File: src/rtl/serial_addsub_nzcv_pkg.sv
`default_nettype none
// ============================================================================
//  Module   : addsub_pkg
//  Purpose  : Shared types and constants for the serial add/subtract unit:
//             opcode encoding, NZCV flag bit positions and FSM state encoding.
//  Ports    : none (package)
//  Revision : 1.0  initial release
// ============================================================================
package addsub_pkg;

  typedef enum logic [1:0] {
    OP_ADD = 2'b00,
    OP_SUB = 2'b01,
    OP_ADC = 2'b10,
    OP_SBC = 2'b11
  } op_e;

  // Bit positions inside the 4-bit flags vector
  localparam int FLAG_V = 0;
  localparam int FLAG_C = 1;
  localparam int FLAG_Z = 2;
  localparam int FLAG_N = 3;

  // FSM encoding, kept as plain constants so older tools can reuse them
  localparam logic [1:0] ST_IDLE = 2'd0;
  localparam logic [1:0] ST_RUN  = 2'd1;
  localparam logic [1:0] ST_DONE = 2'd2;

  typedef enum logic [1:0] {
    S_IDLE = ST_IDLE,
    S_RUN  = ST_RUN,
    S_DONE = ST_DONE
  } state_e;

endpackage
`default_nettype wire

File: src/rtl/serial_addsub_nzcv_chunk.sv
`default_nettype none
// ============================================================================
//  Module   : addsub_chunk
//  Purpose  : Combinational W-bit ripple adder slice with carry in/out.
//  Ports    : a, b  [W-1:0] in  - operand slices
//             cin           in  - carry into bit 0
//             sum   [W-1:0] out - a + b + cin (low W bits)
//             cout          out - carry out of bit W-1
//  Revision : 1.0  initial release
// ============================================================================
module addsub_chunk #(
  parameter int W = 8
) (
  input  logic [W-1:0] a,
  input  logic [W-1:0] b,
  input  logic         cin,
  output logic [W-1:0] sum,
  output logic         cout
);

  assign {cout, sum} = {1'b0, a} + {1'b0, b} + {{W{1'b0}}, cin};

endmodule
`default_nettype wire

File: src/rtl/serial_addsub_nzcv.sv
`default_nettype none
// ============================================================================
//  Module   : serial_addsub_nzcv
//  Purpose  : Multi-cycle N-bit ADD/SUB/ADC/SBC unit producing NZCV flags.
//             Works CHUNK bits per cycle, LSB chunk first, with a registered
//             carry between chunks. valid/ready handshake on both sides.
//  Ports    : clk              in  - clock, all state on rising edge
//             rst_n            in  - synchronous active-low reset
//             in_valid         in  - request valid
//             in_ready         out - request can be accepted (IDLE only)
//             op     [1:0]     in  - 00 ADD, 01 SUB, 10 ADC, 11 SBC
//             a, b   [N-1:0]   in  - operands
//             cin              in  - carry in for ADC/SBC
//             out_valid        out - result/flags valid
//             out_ready        in  - consumer accepts result
//             result [N-1:0]   out - a op b modulo 2^N
//             flags  [3:0]     out - {N, Z, C, V}
//  Revision : 1.0  initial release
// ============================================================================
module serial_addsub_nzcv
  import addsub_pkg::*;
#(
  parameter int N     = 32,
  parameter int CHUNK = 8
) (
  input  logic         clk,
  input  logic         rst_n,
  input  logic         in_valid,
  output logic         in_ready,
  input  logic [1:0]   op,
  input  logic [N-1:0] a,
  input  logic [N-1:0] b,
  input  logic         cin,
  output logic         out_valid,
  input  logic         out_ready,
  output logic [N-1:0] result,
  output logic [3:0]   flags
);

  localparam int STEPS = N / CHUNK;
  // cnt must reach STEPS: the cycle after the last chunk is the DONE transition
  localparam int CW    = (STEPS + 1 > 2) ? $clog2(STEPS + 1) : 1;

  generate
    if (N % CHUNK != 0) begin : g_bad_width
      $error("serial_addsub_nzcv: N must be a multiple of CHUNK");
    end
  endgenerate

  state_e          state;
  logic [CW-1:0]   cnt;
  logic [N-1:0]    a_sh;      // operand A, consumed from the bottom
  logic [N-1:0]    b_sh;      // operand B' (already inverted for SUB/SBC)
  logic [N-1:0]    res_sh;    // result, filled from the top downwards
  logic            carry;
  logic            zacc;      // all chunks so far were zero
  logic [3:0]      flags_r;

  logic [N-1:0]     b_eff;
  logic             c0;
  logic [CHUNK-1:0] sum;
  logic             cout;
  logic [N-1:0]     res_next;
  logic             z_next;
  logic [3:0]       flags_next;

  // Subtraction is A + ~B + 1 (SUB) or A + ~B + cin (SBC)
  always_comb begin
    b_eff = b;
    c0    = 1'b0;
    case (op_e'(op))
      OP_ADD: begin b_eff = b;  c0 = 1'b0; end
      OP_SUB: begin b_eff = ~b; c0 = 1'b1; end
      OP_ADC: begin b_eff = b;  c0 = cin;  end
      OP_SBC: begin b_eff = ~b; c0 = cin;  end
      default: begin b_eff = b; c0 = 1'b0; end
    endcase
  end

  addsub_chunk #(.W(CHUNK)) u_chunk (
    .a    (a_sh[CHUNK-1:0]),
    .b    (b_sh[CHUNK-1:0]),
    .cin  (carry),
    .sum  (sum),
    .cout (cout)
  );

  // New chunk enters at the top; after STEPS shifts chunk 0 sits at the bottom
  generate
    if (STEPS == 1) begin : g_res_single
      assign res_next = sum;
    end else begin : g_res_shift
      assign res_next = {sum, res_sh[N-1:CHUNK]};
    end
  endgenerate

  assign z_next = zacc & (sum == '0);

  // Valid only on the last chunk: a_sh/b_sh then hold the operand MSB chunk
  always_comb begin
    flags_next         = '0;
    flags_next[FLAG_N] = sum[CHUNK-1];
    flags_next[FLAG_Z] = z_next;
    flags_next[FLAG_C] = cout;
    flags_next[FLAG_V] = (a_sh[CHUNK-1] == b_sh[CHUNK-1]) &&
                         (sum[CHUNK-1] != a_sh[CHUNK-1]);
  end

  always_ff @(posedge clk) begin
    if (!rst_n) begin
      state   <= S_IDLE;
      cnt     <= '0;
      a_sh    <= '0;
      b_sh    <= '0;
      res_sh  <= '0;
      carry   <= 1'b0;
      zacc    <= 1'b0;
      flags_r <= '0;
    end else begin
      case (state)
        S_IDLE: begin
          if (in_valid) begin
            a_sh  <= a;
            b_sh  <= b_eff;
            carry <= c0;
            zacc  <= 1'b1;
            cnt   <= '0;
            state <= S_RUN;
          end
        end
        S_RUN: begin
          if (cnt == CW'(STEPS)) begin
            state <= S_DONE;
          end else begin
            a_sh   <= a_sh >> CHUNK;
            b_sh   <= b_sh >> CHUNK;
            res_sh <= res_next;
            carry  <= cout;
            zacc   <= z_next;
            cnt    <= cnt + 1'b1;
            if (cnt == CW'(STEPS - 1)) begin
              flags_r <= flags_next;
            end
          end
        end
        S_DONE: begin
          if (out_ready) begin
            state <= S_IDLE;
          end
        end
        default: state <= S_IDLE;
      endcase
    end
  end

  assign in_ready  = rst_n && (state == S_IDLE);
  assign out_valid = (state == S_DONE);
  assign result    = res_sh;
  assign flags     = flags_r;

endmodule
`default_nettype wire
File: config.mk
export PLATFORM = sky130hd
export DESIGN_NAME = serial_addsub_nzcv
export DESIGN_NICKNAME = d
export VERILOG_FILES = /design/src/rtl/serial_addsub_nzcv_pkg.sv /design/src/rtl/serial_addsub_nzcv_chunk.sv /design/src/rtl/serial_addsub_nzcv.sv
export SDC_FILE = /design/constraint.sdc
export NUM_CORES = 1
export LEC_CHECK = 0
export CORE_AREA = 10 10 116 118
export DETAILED_ROUTE_END_ITERATION = 6
export DIE_AREA = 0 0 126 128
export HOLD_SLACK_MARGIN = 0.06
export PLACE_DENSITY = 0.87
export SYNTH_ARGS = -nofsm -noshare
export SYNTH_HDL_FRONTEND = slang
export SYNTH_HIERARCHICAL = 1
export SYNTH_SLANG_ARGS = --single-unit
File: constraint.sdc
create_clock -name clk -period 5.2 [get_ports clk]
set_clock_uncertainty 0.2 [all_clocks]
set_input_delay 0.52 -clock clk [delete_from_list [all_inputs] [get_ports clk]]
set_output_delay 0.52 -clock clk [all_outputs]
set_load 0.05 [all_outputs]
==> impl_metrics.json, run 1 <==
{
  "pwr_density_cell_nw_per_um2": 301.9,
  "rsz0062_at_grt": "no",
  "maxCapViolCount": 0,
  "clockBufferDepth": 2,
  "irDropWorstVdd_mv": 0.2010,
  "mappedNetlistArea_sq_um": 5419,
  "netlist-cell-type-count": 49,
  "die_y_um": 128,
  "yosys_most_used_dff": "dfxtp_1",
  "clock_sinks": 107,
  "place.gp.congestion": 0.8341,
  "fill_cells": 945,
  "n_antenna_cell": 0,
  "slew_viol_final": 0,
  "ys_seq_area_share_pct": 39.53,
  "outcome": "finished, final reports clean",
  "relSlewSlack_pct": 13.87,
  "post-place-cells": 830,
  "rows": 39,
  "ys_async_sr_fraction_pct": 0,
  "synth_edf_count": 0,
  "overflow": 0,
  "cts_resized": 0,
  "final-instance-count-excl-fill": 846,
  "io_pins": 109,
  "finalWirelength_um": 14530,
  "worstHoldStart": "flags[2]$_SDFFE_PN0P_",
  "core_sq_um": 11220,
  "dr.pass1.iters": 5,
  "avgSynthCellArea_sq_um": 8.507,
  "synthCells": 637,
  "hold_slack_ps": 269.6,
  "regToRegStartpoint": "cnt[0]$_SDFFE_PN0P_",
  "grt_usage_pct": 16.90,
  "detail_route.wl_per_cell_um": 17.17,
  "post-cts-setup-buffers": 0,
  "ys_ff_latch": 107,
  "htree_num_levels": 3,
  "worst_slew_pin_slew_ps": 1289,
  "path_clk_slew_ps": 70,
  "cts_tree": "done",
  "die-area_sq_um": 16130,
  "vias": 4919,
  "ant_nets": 0,
  "yosys_warnings": 6,
  "vias_per_cell": 5.814,
  "endpoint_kind": "primary output",
  "numCtsBuffers": 9,
  "min_period_ps": 3065,
  "io_buffers": 108,
  "timing.final.crit_share_pct": 58.93,
  "critPathMostFrequentCell": "clkdlybuf4s50_1",
  "leakagePower_nw": 2.372,
  "layout_common_cells": "dfxtp_1 (107), clkdlybuf4s50_1 (107), nand2_1 (92)",
  "slowest_stage": "clkdlybuf4s50_1",
  "hold_viol": 0,
  "post-dp-hpwl_um": 10060,
  "finalNetCount": 781,
  "cts_hold_buf": 0,
  "worst-endpoint-arrival_ps": 2340,
  "max_freq_mhz": 326.3,
  "worstSetupStartpoint": "rst_n",
  "critPathKind": "in -> out",
  "root_buffer": "clkbuf_16",
  "worstPathRequired_ps": 4480,
  "grt_pass1_vias": 4659,
  "multi_input_area_sq_um": 2883,
  "seq_area_sq_um": 2142,
  "fin_setup_tns_ps": 0,
  "critPathMaxStageDelay_ps": 840,
  "fin_util_pct": 59.19,
  "antenna_found_initial": 0,
  "route.detailed.drc": 0,
  "cp_cell_sequence": "clkdlybuf4s50_1, buf_4, inv_2, nor3_1, clkdlybuf4s50_1",
  "grt_max_degree": 81,
  "crit_fanout": 29,
  "syn2layout_area_growth_pct": 22.58,
  "clock_latency_ps": 340,
  "start_util_pct": 48.28,
  "grt_pass1_wl_um": 23360,
  "hold_class": "reg -> reg",
  "start_kind": "input port",
  "first_iter_violations": 530,
  "die_w_um": 126,
  "synthesis.nets": 720,
  "setup_viol": 0,
  "drive_above_1_share_pct": 7.966
}
## worst paths after layout
check | to | slack (ps) | cells after the start
worst max register to register | a_sh[3]$_SDFFE_PN0P_ | 2420 | 6
worst min-delay path | flags[2]$_SDFFE_PN0P_ | 270 | 2
worst max-delay path | in_ready | 2140 | 5
worst min register to register | flags[2]$_SDFFE_PN0P_ | 270 | 2
## critical path, delay by kind of cell
| kind | cells | cell delay, ps |
|---|---|---|
| buffers and inverters | 4 | 1680 |
| and+or+nand+nor | 1 | 130 |
## final cells by class
class,instances,share of cell area [%]
multi-input combinational,457,43.40
clock buffer,11,3.654
tap,143,2.694
clock inverter,5,0.6781
timing repair buffer,113,16.76
inverter,10,0.5651
sequential,107,32.25
## per-stage QoR
step | worst slack (ps) | power, mW | cell area (sq um)
floorplan | 2464 | 1.233 | 5419
global placement | 2125 | 1.342 | 6355
detailed placement | 2137 | 1.356 | 6355
CTS | 2141 | 2.004 | 6643
global route | 2084 | 2.090 | 6643
finish | 2135 | 2.005 | 6643
## layer usage
layer	global-route usage, %	wire (um)	vias up
met3	3.267	832	15
met2	29.59	7480	201
li1	-	-	2391
met1	20.76	6040	2312
met5	0	0	-
met4	4.220	174	0
## state kept, by name, indices dropped and copies added, names as in the netlist
signal	count
a_sh	32
b_sh	32
carry	1
cnt	3
flags	4
result	32
state	2
zacc	1
## cells in the mapped netlist (2+ instances only)
cell type	n	area, sq um
nand4_1	4	25.02
nand2_1	92	345.3
buf_6	8	90.09
nand2b_1	2	12.51
nor2b_1	4	25.02
nor4_1	2	12.51
a21o_1	2	15.01
a211oi_1	2	15.01
fa_1	2	40.04
o31ai_1	2	15.01
xnor2_1	2	17.52
o211ai_2	4	50.05
o32ai_2	19	309.1
nor2_1	52	195.2
nand3_1	38	190.2
clkbuf_1	18	67.56
dfxtp_1	107	2142
a311oi_1	25	219.0
inv_2	2	7.510
inv_1	8	30.03
buf_2	25	125.1
a311o_1	2	20.02
a21oi_1	83	415.4
o32ai_1	6	52.55
nor3_1	3	15.01
o21ai_0	33	165.2
buf_4	11	82.58
xor2_1	34	297.8
ha_1	10	125.1
o211ai_1	16	120.1
## kinds of logic after synthesis
kind of cell,count (synthesis),synth area share (%)
fa+ha+maj,12,3.048
flops,107,39.53
xor+xnor,36,5.819
simple gates,206,16.76
buf+inv,73,7.712
compound gates,203,27.13
## where the power goes
| part | switching, mW | total (mW) | internal (mW) |
|---|---|---|---|
| sequential | 0.0423 | 0.922 | 0.879 |
| clock | 0.315 | 0.660 | 0.345 |
| combinational | 0.245 | 0.424 | 0.178 |
| total | 0.602 | 2.01 | 1.40 |
Note: power is estimated with default switching activity, not from simulation.
==> run 2, diff against run 1 <==
Settings changed: CORE_AREA 10 10 116 118 to 10 10 119 121, DIE_AREA 0 0 126 128 to 0 0 129 131.
Clock period 5.2 ns to 2.8 ns, I/O delays scaled along.
==> run 2 against run 1 <==
Net effect:
- flip-flop and latch count unchanged
- via count is 1.3% higher
- routed wire length up 2.4%
- cell area rose by 2.0%
- sequential power is 85% higher
- clock-buffer cell count fell by 1
- clock power increased by 100%
- register-to-register slack lost 2200 ps
==> impl_metrics.json, run 2 (synthesis gave the netlist of run 1 again) <==
{
  "drive_above_1_share_pct": 8.898,
  "rsz0062_at_grt": "no",
  "syn2layout_area_growth_pct": 25.01,
  "leakagePower_nw": 2.439,
  "ant_nets": 0,
  "grt_pass1_vias": 4855,
  "irDropWorstVdd_mv": 0.2934,
  "vias": 4984,
  "worstPathRequired_ps": 2850,
  "layout_common_cells": "dfxtp_1 (107), clkdlybuf4s50_1 (106), nand2_1 (92)",
  "core_sq_um": 11810,
  "hold_slack_ps": 271.8,
  "finalWirelength_um": 14880,
  "hold_class": "reg -> reg",
  "path_clk_slew_ps": 70,
  "final-instance-count-excl-fill": 855,
  "critPathKind": "reg -> reg",
  "post-place-ws_ps": 220.2,
  "slew_viol_final": 0,
  "antenna_found_initial": 0,
  "crit_fanout": 2,
  "vias_per_cell": 5.829,
  "root_buffer": "clkbuf_16",
  "first_iter_violations": 423,
  "grt_usage_pct": 17.30,
  "dr.pass1.iters": 5,
  "route.detailed.drc": 0,
  "place.gp.congestion": 0.8496,
  "die_w_um": 129,
  "io_buffers": 108,
  "relSlewSlack_pct": 41.60,
  "fill_cells": 1001,
  "rows": 40,
  "timing.final.crit_share_pct": 93.52,
  "hold_viol": 0,
  "cts_tree": "done",
  "finalNetCount": 787,
  "fin_setup_tns_ps": 0,
  "final_common_cell": "dfxtp_1",
  "overflow": 0,
  "p_total_mw": 3.841,
  "min_period_ps": 2619,
  "clockBufferDepth": 2,
  "n_antenna_cell": 0,
  "htree_num_levels": 3,
  "place_area_sq_um": 6465,
  "worst-endpoint-arrival_ps": 2670,
  "pwr_density_cell_nw_per_um2": 567.1,
  "r2r_slack_ps": 180,
  "start_kind": "register",
  "clock_sinks": 107,
  "fin_util_pct": 57.35,
  "worst_slew_pin_slew_ps": 876.0,
  "grt_max_degree": 106,
  "timing.final.ws_setup_ps": 181.4,
  "post-place-cells": 840,
  "maxCapViolCount": 0,
  "post-cts-setup-buffers": 0,
  "max_freq_mhz": 381.9,
  "cts_hold_buf": 0,
  "detail_route.wl_per_cell_um": 17.40,
  "die-area_sq_um": 16900,
  "cts_resized": 0,
  "io_pins": 109,
  "post-dp-hpwl_um": 10100,
  "fin_area_sq_um": 6774,
  "outcome": "finished, final reports clean",
  "grt_pass1_wl_um": 23920,
  "clock_latency_ps": 350,
  "setup_viol": 0,
  "numCtsBuffers": 9,
  "endpoint_kind": "register",
  "die_y_um": 131,
  "start_util_pct": 45.88
}
## run 2: critical path, stage by stage (launching register included)
cell      delay (ps)
dfxtp_1          330
fa_1             470
fa_1             420
a21oi_1          220
o21bai_1         110
xor2_1           160
nor4_1           190
nand3_1          150
a311oi_1         280
## run 2: layout make-up
type | count | area, sq um | area share [%]
Tap cell | 147 | 183.9 | 2.715
Inverter | 10 | 37.54 | 0.5541
Multi-Input combinational cell | 457 | 2883 | 42.56
Sequential cell | 107 | 2142 | 31.62
Clock buffer | 10 | 239.0 | 3.528
Timing Repair Buffer | 119 | 1219 | 17.99
Clock inverter | 5 | 70.07 | 1.034
## run 2: path summary, 6_finish.rpt
path	from	end	cells past startpoint
worst max-delay path	a_sh[0]$_SDFFE_PN0P_	zacc$_SDFFE_PN0P_	8
worst min-delay path	a_sh[26]$_SDFFE_PN0P_	a_sh[26]$_SDFFE_PN0P_	2
worst max register to register	a_sh[0]$_SDFFE_PN0P_	zacc$_SDFFE_PN0P_	8
worst min register to register	a_sh[26]$_SDFFE_PN0P_	a_sh[26]$_SDFFE_PN0P_	2
## run 2: per-layer routing
| metal | wire (um) | up-vias | track usage, % |
|---|---|---|---|
| met2 | 7485 | 194 | 29.88 |
| met5 | 0 | - | 0 |
| met4 | 346 | 0 | 6.823 |
| met3 | 925 | 31 | 3.465 |
| li1 | - | 2402 | - |
| met1 | 6119 | 2357 | 20.69 |
## run 2: report_power, final
part / leakage (nW) / total [mW] / switching, mW / internal [mW]
logic: 1.41 / 0.811 / 0.462 / 0.349
clock network: 0.153 / 1.32 / 0.590 / 0.731
registers: 0.878 / 1.71 / 0.0761 / 1.63
